`src/rtl/VX_gpu_pkg.sv`:
```
`default_nettype none
// ============================================================================
// Module   : VX_gpu_pkg
// Purpose  : Shared definitions for the memory bus arbiter slice.
//            - log_n(): index width needed to name one of n requesters
//              (0 when there is a single requester).
//            - mem_arb_entry_t: layout of one buffered request in the
//              default configuration (30-bit address, 4-byte words,
//              8-bit requester tag, 4 requesters -> 10-bit memory tag).
//              The arbiter builds the same layout from its own parameters.
// Ports    : none (package)
// Revision : 1.0 - initial release
// ============================================================================
package VX_gpu_pkg;

    function automatic int log_n(input int n);
        return (n > 1) ? $clog2(n) : 0;
    endfunction

    localparam int c_DEF_NUM_REQS   = 4;
    localparam int c_DEF_ADDR_WIDTH = 30;
    localparam int c_DEF_DATA_SIZE  = 4;
    localparam int c_DEF_TAG_WIDTH  = 8;

    typedef struct packed {
        logic                                        rw;
        logic [c_DEF_ADDR_WIDTH-1:0]                 addr;
        logic [c_DEF_DATA_SIZE-1:0]                  byteen;
        logic [8*c_DEF_DATA_SIZE-1:0]                data;
        logic [c_DEF_TAG_WIDTH+2-1:0]                tag;
    } mem_arb_entry_t;

endpackage
`default_nettype wire

```
`src/rtl/vx_arb_elastic_buf.sv`:
```
`default_nettype none
// ============================================================================
// Module   : vx_arb_elastic_buf
// Purpose  : 2-entry valid/ready FIFO with a registered input-side ready.
//            o_ready is "not full" taken from a flop, so the upstream
//            arbiter never sees a combinational path from i_ready.
// Ports    : clk, reset (async, active-low)
//            i_valid/i_data/o_ready   - push side
//            o_valid/o_data/i_ready   - pop side (head of queue)
//            o_count_next             - occupancy after the coming edge
// Revision : 1.0 - initial release
// ============================================================================
module vx_arb_elastic_buf #(
    parameter int DATAW = 1
) (
    input  logic             clk,
    input  logic             reset,
    input  logic             i_valid,
    input  logic [DATAW-1:0] i_data,
    output logic             o_ready,
    output logic             o_valid,
    output logic [DATAW-1:0] o_data,
    input  logic             i_ready,
    output logic [1:0]       o_count_next
);

    logic [DATAW-1:0] r_mem [2];
    logic             r_rd_ptr;
    logic             r_wr_ptr;
    logic [1:0]       r_count;
    logic             r_ready;

    logic             w_push;
    logic             w_pop;
    logic [1:0]       w_count_next;

    assign w_push = i_valid && r_ready;
    assign w_pop  = (r_count != 2'd0) && i_ready;

    // Simultaneous push and pop leave the occupancy unchanged.
    always_comb begin
        w_count_next = r_count;
        if (w_push && !w_pop) begin
            w_count_next = r_count + 2'd1;
        end else if (w_pop && !w_push) begin
            w_count_next = r_count - 2'd1;
        end
    end

    always_ff @(posedge clk or negedge reset) begin
        if (!reset) begin
            r_rd_ptr <= 1'b0;
            r_wr_ptr <= 1'b0;
            r_count  <= 2'd0;
            r_ready  <= 1'b1;
        end else begin
            if (w_push) begin
                r_wr_ptr <= ~r_wr_ptr;
            end
            if (w_pop) begin
                r_rd_ptr <= ~r_rd_ptr;
            end
            r_count <= w_count_next;
            r_ready <= (w_count_next != 2'd2);
        end
    end

    // Payload storage needs no reset; validity is carried by r_count.
    always_ff @(posedge clk) begin
        if (w_push) begin
            r_mem[r_wr_ptr] <= i_data;
        end
    end

    assign o_ready      = r_ready;
    assign o_valid      = (r_count != 2'd0);
    assign o_data       = r_mem[r_rd_ptr];
    assign o_count_next = w_count_next;

endmodule
`default_nettype wire

```
`src/rtl/vx_mem_bus_arb.sv`:
```
`default_nettype none
// ============================================================================
// Module   : vx_mem_bus_arb
// Purpose  : Round-robin arbiter merging NUM_REQS requesters onto one memory
//            request/response channel. The grant index is appended to the
//            tag LSBs so responses route back; per-requester pending-read
//            counters throttle reads and feed busy.
// Ports    : clk, reset (async, active-low)
//            req_*  [N]      - requester request channels, req_ready out
//            mem_req_*       - merged request from the elastic buffer head
//            mem_rsp_*       - memory response, mem_rsp_ready out
//            rsp_*  [N]      - routed responses (data broadcast)
//            busy            - registered: reads pending or buffer occupied
//            rsp_err         - sticky: response to requester with none pending
// Revision : 1.0 - initial release
// ============================================================================
module vx_mem_bus_arb
    import VX_gpu_pkg::*;
#(
    parameter int NUM_REQS    = 4,
    parameter int ADDR_WIDTH  = 30,
    parameter int DATA_SIZE   = 4,
    parameter int TAG_WIDTH   = 8,
    parameter int MAX_PENDING = 16
) (
    input  logic                                         clk,
    input  logic                                         reset,
    input  logic [NUM_REQS-1:0]                          req_valid,
    input  logic [NUM_REQS-1:0]                          req_rw,
    input  logic [NUM_REQS-1:0][ADDR_WIDTH-1:0]          req_addr,
    input  logic [NUM_REQS-1:0][DATA_SIZE-1:0]           req_byteen,
    input  logic [NUM_REQS-1:0][8*DATA_SIZE-1:0]         req_data,
    input  logic [NUM_REQS-1:0][TAG_WIDTH-1:0]           req_tag,
    output logic [NUM_REQS-1:0]                          req_ready,
    output logic                                         mem_req_valid,
    output logic                                         mem_req_rw,
    output logic [ADDR_WIDTH-1:0]                        mem_req_addr,
    output logic [DATA_SIZE-1:0]                         mem_req_byteen,
    output logic [8*DATA_SIZE-1:0]                       mem_req_data,
    output logic [TAG_WIDTH+log_n(NUM_REQS)-1:0]         mem_req_tag,
    input  logic                                         mem_req_ready,
    input  logic                                         mem_rsp_valid,
    input  logic [8*DATA_SIZE-1:0]                       mem_rsp_data,
    input  logic [TAG_WIDTH+log_n(NUM_REQS)-1:0]         mem_rsp_tag,
    output logic                                         mem_rsp_ready,
    output logic [NUM_REQS-1:0]                          rsp_valid,
    output logic [NUM_REQS-1:0][8*DATA_SIZE-1:0]         rsp_data,
    output logic [NUM_REQS-1:0][TAG_WIDTH-1:0]           rsp_tag,
    input  logic [NUM_REQS-1:0]                          rsp_ready,
    output logic                                         busy,
    output logic                                         rsp_err
);

    localparam int c_LOG_N  = log_n(NUM_REQS);
    localparam int c_IDX_W  = (c_LOG_N > 0) ? c_LOG_N : 1;
    localparam int c_MTAG_W = TAG_WIDTH + c_LOG_N;
    localparam int c_PEND_W = $clog2(MAX_PENDING + 1);
    localparam logic [c_PEND_W-1:0] c_PEND_MAX  = c_PEND_W'(MAX_PENDING);
    localparam logic [c_IDX_W:0]    c_NUM_REQS_W = (c_IDX_W+1)'(NUM_REQS);

    // Same field order as mem_arb_entry_t, sized by this instance.
    typedef struct packed {
        logic                   rw;
        logic [ADDR_WIDTH-1:0]  addr;
        logic [DATA_SIZE-1:0]   byteen;
        logic [8*DATA_SIZE-1:0] data;
        logic [c_MTAG_W-1:0]    tag;
    } entry_t;

    localparam int c_DATAW = $bits(entry_t);

    logic [c_IDX_W-1:0]               r_rr_ptr;
    logic [NUM_REQS-1:0][c_PEND_W-1:0] r_pend;
    logic                              r_busy;
    logic                              r_err;

    logic [NUM_REQS-1:0]               w_elig;
    logic [NUM_REQS-1:0]               w_rot;
    logic                              w_gnt_valid;
    logic [c_IDX_W-1:0]                w_gnt_idx;
    logic [c_IDX_W:0]                  w_scan_sum;
    logic [NUM_REQS-1:0]               w_gnt_onehot;
    logic [c_IDX_W:0]                  w_ptr_sum;
    logic [c_IDX_W-1:0]                w_ptr_next;
    logic                              w_buf_in_ready;
    logic                              w_buf_ready;
    logic                              w_req_fire;
    logic [c_MTAG_W-1:0]               w_in_tag;
    entry_t                            w_in;
    entry_t                            w_head;
    logic [c_DATAW-1:0]                w_head_bits;
    logic                              w_buf_valid;
    logic [1:0]                        w_count_next;

    logic [c_IDX_W-1:0]                w_rsp_idx;
    logic                              w_rsp_in_range;
    logic                              w_rsp_fire;
    logic                              w_rsp_ok;
    logic [NUM_REQS-1:0]               w_rsp_onehot;
    logic [NUM_REQS-1:0]               w_inc;
    logic [NUM_REQS-1:0]               w_dec;
    logic [NUM_REQS-1:0][c_PEND_W-1:0] w_pend_next;
    logic                              w_any_pend;

    // ------------------------------------------------------------------
    // Round-robin grant: rotate eligibility so bit 0 is the pointer, take
    // the lowest set bit, then map the offset back to a requester index.
    // ------------------------------------------------------------------
    always_comb begin
        for (int i = 0; i < NUM_REQS; i++) begin
            w_elig[i] = req_valid[i] && (req_rw[i] || (r_pend[i] != c_PEND_MAX));
        end
        w_rot       = NUM_REQS'({w_elig, w_elig} >> r_rr_ptr);
        w_gnt_valid = 1'b0;
        w_gnt_idx   = '0;
        w_scan_sum  = '0;
        for (int k = 0; k < NUM_REQS; k++) begin
            if (!w_gnt_valid && w_rot[k]) begin
                w_gnt_valid = 1'b1;
                w_scan_sum  = {1'b0, r_rr_ptr} + (c_IDX_W+1)'(k);
                if (w_scan_sum >= c_NUM_REQS_W) begin
                    w_scan_sum = w_scan_sum - c_NUM_REQS_W;
                end
                w_gnt_idx = w_scan_sum[c_IDX_W-1:0];
            end
        end
    end

    assign w_ptr_sum    = {1'b0, w_gnt_idx} + (c_IDX_W+1)'(1);
    assign w_ptr_next   = (w_ptr_sum >= c_NUM_REQS_W) ? '0 : w_ptr_sum[c_IDX_W-1:0];
    assign w_gnt_onehot = NUM_REQS'(1) << w_gnt_idx;

    // The buffer's ready flop resets to "not full"; gating with reset keeps
    // req_ready low while reset is held without delaying the first accept.
    assign w_buf_ready = w_buf_in_ready && reset;
    assign w_req_fire  = w_gnt_valid && w_buf_ready;
    assign req_ready   = w_req_fire ? w_gnt_onehot : '0;

    generate
        if (c_LOG_N > 0) begin : g_tag_idx
            assign w_in_tag  = {req_tag[w_gnt_idx], w_gnt_idx};
            assign w_rsp_idx = mem_rsp_tag[c_LOG_N-1:0];
        end else begin : g_tag_pass
            assign w_in_tag  = req_tag[w_gnt_idx];
            assign w_rsp_idx = '0;
        end
    endgenerate

    always_comb begin
        w_in.rw     = req_rw[w_gnt_idx];
        w_in.addr   = req_addr[w_gnt_idx];
        w_in.byteen = req_byteen[w_gnt_idx];
        w_in.data   = req_data[w_gnt_idx];
        w_in.tag    = w_in_tag;
    end

    vx_arb_elastic_buf #(
        .DATAW (c_DATAW)
    ) u_buf (
        .clk          (clk),
        .reset        (reset),
        .i_valid      (w_gnt_valid && reset),
        .i_data       (w_in),
        .o_ready      (w_buf_in_ready),
        .o_valid      (w_buf_valid),
        .o_data       (w_head_bits),
        .i_ready      (mem_req_ready),
        .o_count_next (w_count_next)
    );

    assign w_head         = w_head_bits;
    assign mem_req_valid  = w_buf_valid;
    assign mem_req_rw     = w_head.rw;
    assign mem_req_addr   = w_head.addr;
    assign mem_req_byteen = w_head.byteen;
    assign mem_req_data   = w_head.data;
    assign mem_req_tag    = w_head.tag;

    // ------------------------------------------------------------------
    // Response routing. An index outside the requester range is drained
    // (ready=1) so a corrupt tag cannot wedge the memory side; it is
    // reported through rsp_err instead.
    // ------------------------------------------------------------------
    assign w_rsp_in_range = ({1'b0, w_rsp_idx} < c_NUM_REQS_W);
    assign w_rsp_onehot   = NUM_REQS'(1) << w_rsp_idx;
    assign mem_rsp_ready  = w_rsp_in_range ? rsp_ready[w_rsp_idx] : 1'b1;
    assign rsp_valid      = (reset && mem_rsp_valid && w_rsp_in_range) ? w_rsp_onehot : '0;
    assign rsp_data       = {NUM_REQS{mem_rsp_data}};
    assign rsp_tag        = {NUM_REQS{mem_rsp_tag[c_MTAG_W-1:c_LOG_N]}};

    assign w_rsp_fire = mem_rsp_valid && mem_rsp_ready;
    assign w_rsp_ok   = w_rsp_fire && w_rsp_in_range && (r_pend[w_rsp_idx] != '0);

    assign w_inc = req_ready & ~req_rw;
    assign w_dec = w_rsp_ok ? w_rsp_onehot : '0;

    always_comb begin
        w_any_pend = 1'b0;
        for (int i = 0; i < NUM_REQS; i++) begin
            w_pend_next[i] = r_pend[i];
            if (w_inc[i] && !w_dec[i] && (r_pend[i] != c_PEND_MAX)) begin
                w_pend_next[i] = r_pend[i] + c_PEND_W'(1);
            end else if (w_dec[i] && !w_inc[i] && (r_pend[i] != '0)) begin
                w_pend_next[i] = r_pend[i] - c_PEND_W'(1);
            end
            w_any_pend = w_any_pend || (w_pend_next[i] != '0);
        end
    end

    always_ff @(posedge clk or negedge reset) begin
        if (!reset) begin
            r_rr_ptr <= '0;
            r_pend   <= '0;
            r_busy   <= 1'b0;
            r_err    <= 1'b0;
        end else begin
            if (w_req_fire) begin
                r_rr_ptr <= w_ptr_next;
            end
            r_pend <= w_pend_next;
            // Built from next-state values so busy matches the state it
            // describes in the same cycle.
            r_busy <= w_any_pend || (w_count_next != 2'd0);
            if (w_rsp_fire && !w_rsp_ok) begin
                r_err <= 1'b1;
            end
        end
    end

    assign busy    = r_busy;
    assign rsp_err = r_err;

endmodule
`default_nettype wire

```
`config.mk`:
```
export PLATFORM = sky130hd
export DESIGN_NAME = vx_mem_bus_arb
export DESIGN_NICKNAME = d
export VERILOG_FILES = /design/src/rtl/VX_gpu_pkg.sv /design/src/rtl/vx_arb_elastic_buf.sv /design/src/rtl/vx_mem_bus_arb.sv
export SDC_FILE = /design/constraint.sdc
export NUM_CORES = 1
export LEC_CHECK = 0
export ABC_CLOCK_PERIOD_IN_PS = 5300
export BUFFER_PORTS_ARGS = -buffer_cell sky130_fd_sc_hd__clkbuf_2
export CORE_AREA = 2 2 232 234
export DETAILED_ROUTE_END_ITERATION = 10
export DIE_AREA = 0 0 234 236
export GPL_ROUTABILITY_DRIVEN = 0
export PLACE_DENSITY = 0.56
export SLEW_MARGIN = 20
export SYNTH_ARGS = -nofsm -noshare
export SYNTH_HDL_FRONTEND = slang
export SYNTH_SLANG_ARGS = --single-unit
```
`constraint.sdc`:
```
create_clock -name clk -period 5.3 [get_ports clk]
set_input_delay 0.265 -clock clk [delete_from_list [all_inputs] [get_ports clk]]
set_output_delay 0.265 -clock clk [all_outputs]
set_load 0.01 [all_outputs]
```
==> results.toml <==
[status]
outcome = "complete, no violations"

[drt]
wl_met3_um = 2180
wire_per_inst_um = 16.5
routed.top_layer = "met4"
drtAntennaViolNets = 0
dr.pass1.iters = 5
wirelength_um = 32000
vias = 8181
wl_met1_um = 12300
drtIter0Drc = 310
viasPerCell = 4.22
route.detailed.drc = 0
met2_length_um = 16300

[synth]
seq_area_frac_synth_pct = 46.6
synth.avg_cell_area_sq_um = 11.4
synth_top_area_share_pct = 40.2
synthFlopType = "edfxtp_1"
synth_area_leaders = "edfxtp_1, mux2_2, buf_4"
yosysTopAreaCell = "edfxtp_1"
async_flop_share_pct = 15.8
synth_warnings = 0
synth_cell_type_count = 67
synth-edff-count = 154
synthesis.nets = 1374
ys_ff_latch = 183
synth_area_sq_um = 11500
synthCells = 1005

[floorplan]
die_w_um = 234
coreArea_sq_um = 53100
core.rowCount = 85
initial_core_util_pct = 21.7
die-area_sq_um = 55200
dieHeight_um = 236
ios = 603

[sta]
fin_skew_ns = 0.0129
hold_viol_final = 0
fin_crit_sh_pct = 80.9
tns_ns = 0
relSlewSlack_pct = 40.0
maxSlewViolCount = 0
worst_slew_pin_slew_ns = 0.899
layout_min_cycle_time_ns = 4.29
rsz0062_at_grt = "no"
setup_viol = 0
max_freq_ghz = 0.233

[placement]
detailed_place_hpwl_um = 24800
portBuffers = 402

[cells_and_area]
drive_above_1_share_pct = 49.5
syn2layout_area_growth_pct = 19.5
fin_nets = 1599
utilization_pct = 25.9
layout_commonest_cell = "clkbuf_2"
final_cell_mix = "clkbuf_2, mux2_2, edfxtp_1"

[worst_setup_path]
r2r_setup_slack_ns = 1.01
r2r_end = "busy"
crit_arrival_ns = 4.64
path_class = "flop to flop"
worstRegToRegCells = 16
path_max_fanout = 6
worst_ep_required_time_ns = 5.65
cp_top_family = "compound AO/OA/AOI/OAI gates"
crit_buf_inv = 2
r2r_start = "r_pend[0]"
crit_chain = "inv_1 > ha_1 > or3b_4 > o2111ai_1 > o211a_1 > nand2_4 > inv_1 > ha_1 > nor3b_1 > o41a_1 > a311oi_2 > a31oi_1 > xnor2_1 > a2111oi_0 > nand4_1 > or4_1"
cp-end-kind = "flop"
startpoint_type = "flop"
crit_slowest_cell = "or4_1"
cpPeakStageDelay_ns = 0.45

[global_routing]
grt_pass1_wl_um = 46500
track_usage_pct = 11.3
grt_max_degree = 153
grt_overflow_total = 0
first_global_vias = 8325
antenna_found_initial = 1

[hold_path]
worstHoldPathType = "primary input to flop"
min_path_cells = 3
worstHoldStart = "mem_req_ready"
min_to = "u_buf.r_rd_ptr"

[clock_tree]
post_cts.repair.setup_buffers = 0
clk_path_buf_depth = 2
clock-root-buffer = "clkbuf_16"
htree_levels = 4
tritoncts = "built"
insertion_delay_ns = 0.48
numCtsBuffers = 17
path_clk_slew_ns = 0.08
cts.sinks = 183

[power]
irDropWorstVdd_mv = 0.219
p_per_area_nw_per_um2 = 501
p_leak_nw = 5.76

[flow_run]
drv_cap = 0
-- registers in the layout, indices dropped and copies added (netlist names) --
register	count
u_buf.r_rd_ptr	1
r_pend	20
u_buf.r_wr_ptr	1
busy	1
u_buf.r_mem	154
u_buf.o_ready	1
u_buf.r_count	2
rsp_err	1
r_rr_ptr	2
-- logic make-up after synthesis --
family                   share of synthesized area [%]
multiplexers                                      22.0
buffers and inverters                             12.9
AND/OR/NAND/NOR                                   7.84
flip-flops                                        46.6
AO/OA/AOI/OAI                                     7.97
XOR/XNOR                                          1.14
adder cells (fa/ha/maj)                           1.63
-- layout make-up --
cell class | instances | area (sq um)
Multi-Input combinational cell | 592 | 4680
Fill cell | 5612 | 39300
Tap cell | 696 | 871
Inverter | 22 | 85.1
Clock inverter | 14 | 170
Timing Repair Buffer | 414 | 2140
Antenna cell | 1 | 2.50
Sequential cell | 183 | 5360
Clock buffer | 18 | 429
-- worst min-delay path, stage by stage --
cell and delay (ns):
clkbuf_2 0.08, nor2b_1 0.17, xor2_1 0.14
-- repair_timing --
item                                   in CTS  in global routing
endpoints found under the hold margin      28                  0
resized for setup                           0                  0
hold buffers                                1                  0
-- synth_stat cells (3+ instances only) --
cell type and count:
a21boi_0 3, a21oi_1 82, a22oi_1 4, a31oi_1 3, and2_1 6, and3_1 5, buf_1 18, buf_4 160
clkbuf_1 26, dfrtp_1 28, edfxtp_1 154, ha_1 15, inv_1 21, mux2_2 154, mux2i_1 79, nand2_1 16
nand3_1 9, nand4_1 6, nand4bb_1 3, nor2_1 97, nor3_1 12, nor3b_1 4, nor4_1 4, nor4bb_1 3
o211a_1 3, o211ai_1 5, o21a_1 3, o21ai_0 10, or3_1 3, or4_1 3, xnor2_1 12, xor2_1 3
-- worst max-delay path by stage --
stage | endpoint | depth (start not counted) | startpoint
floorplan | u_buf.r_mem[0][0] | 7 | r_pend[0]
global placement | busy | 16 | r_pend[0]
detailed placement | busy | 16 | r_pend[0]
CTS | busy | 16 | r_pend[0]
global route | busy | 16 | r_pend[0]
finish | busy | 16 | r_pend[0]
-- where the power goes --
group / leakage, nW / switching [mW] / internal (mW)
Sequential: 1.76 / 0.277 / 2.23
Combinational: 3.72 / 1.70 / 1.35
Clock: 0.279 / 0.616 / 0.708
Total: 5.76 / 2.59 / 4.28
-- layer usage --
| metal | vias to the layer above | track usage, % |
|---|---|---|
| met1 | 3797 | 11.7 |
| met5 | - | 0 |
| met3 | 99 | 2.96 |
| li1 | 3964 | - |
| met4 | 0 | 6.48 |
| met2 | 321 | 20.5 |
-- stage by stage --
step | instance area [sq um] | power [mW] | setup WS (ns) | instances | hold WS [ns]
6_report | 13700 | 6.87 | 1.01 | 1940 | 0.213
5_1_grt | 13700 | 7.36 | 0.704 | 1939 | 0.203
4_1_cts | 13700 | 7.03 | 1.06 | 1939 | 0.158
3_5_place_dp | 13100 | 5.65 | 1.14 | 1906 | 0.406
3_3_place_gp | 13100 | 5.58 | 1.21 | 1906 | 0.397
2_1_floorplan | 11500 | 4.70 | 0.165 | 1005 | -0.0306
No activity file was read; power rests on OpenSTA's default activity.
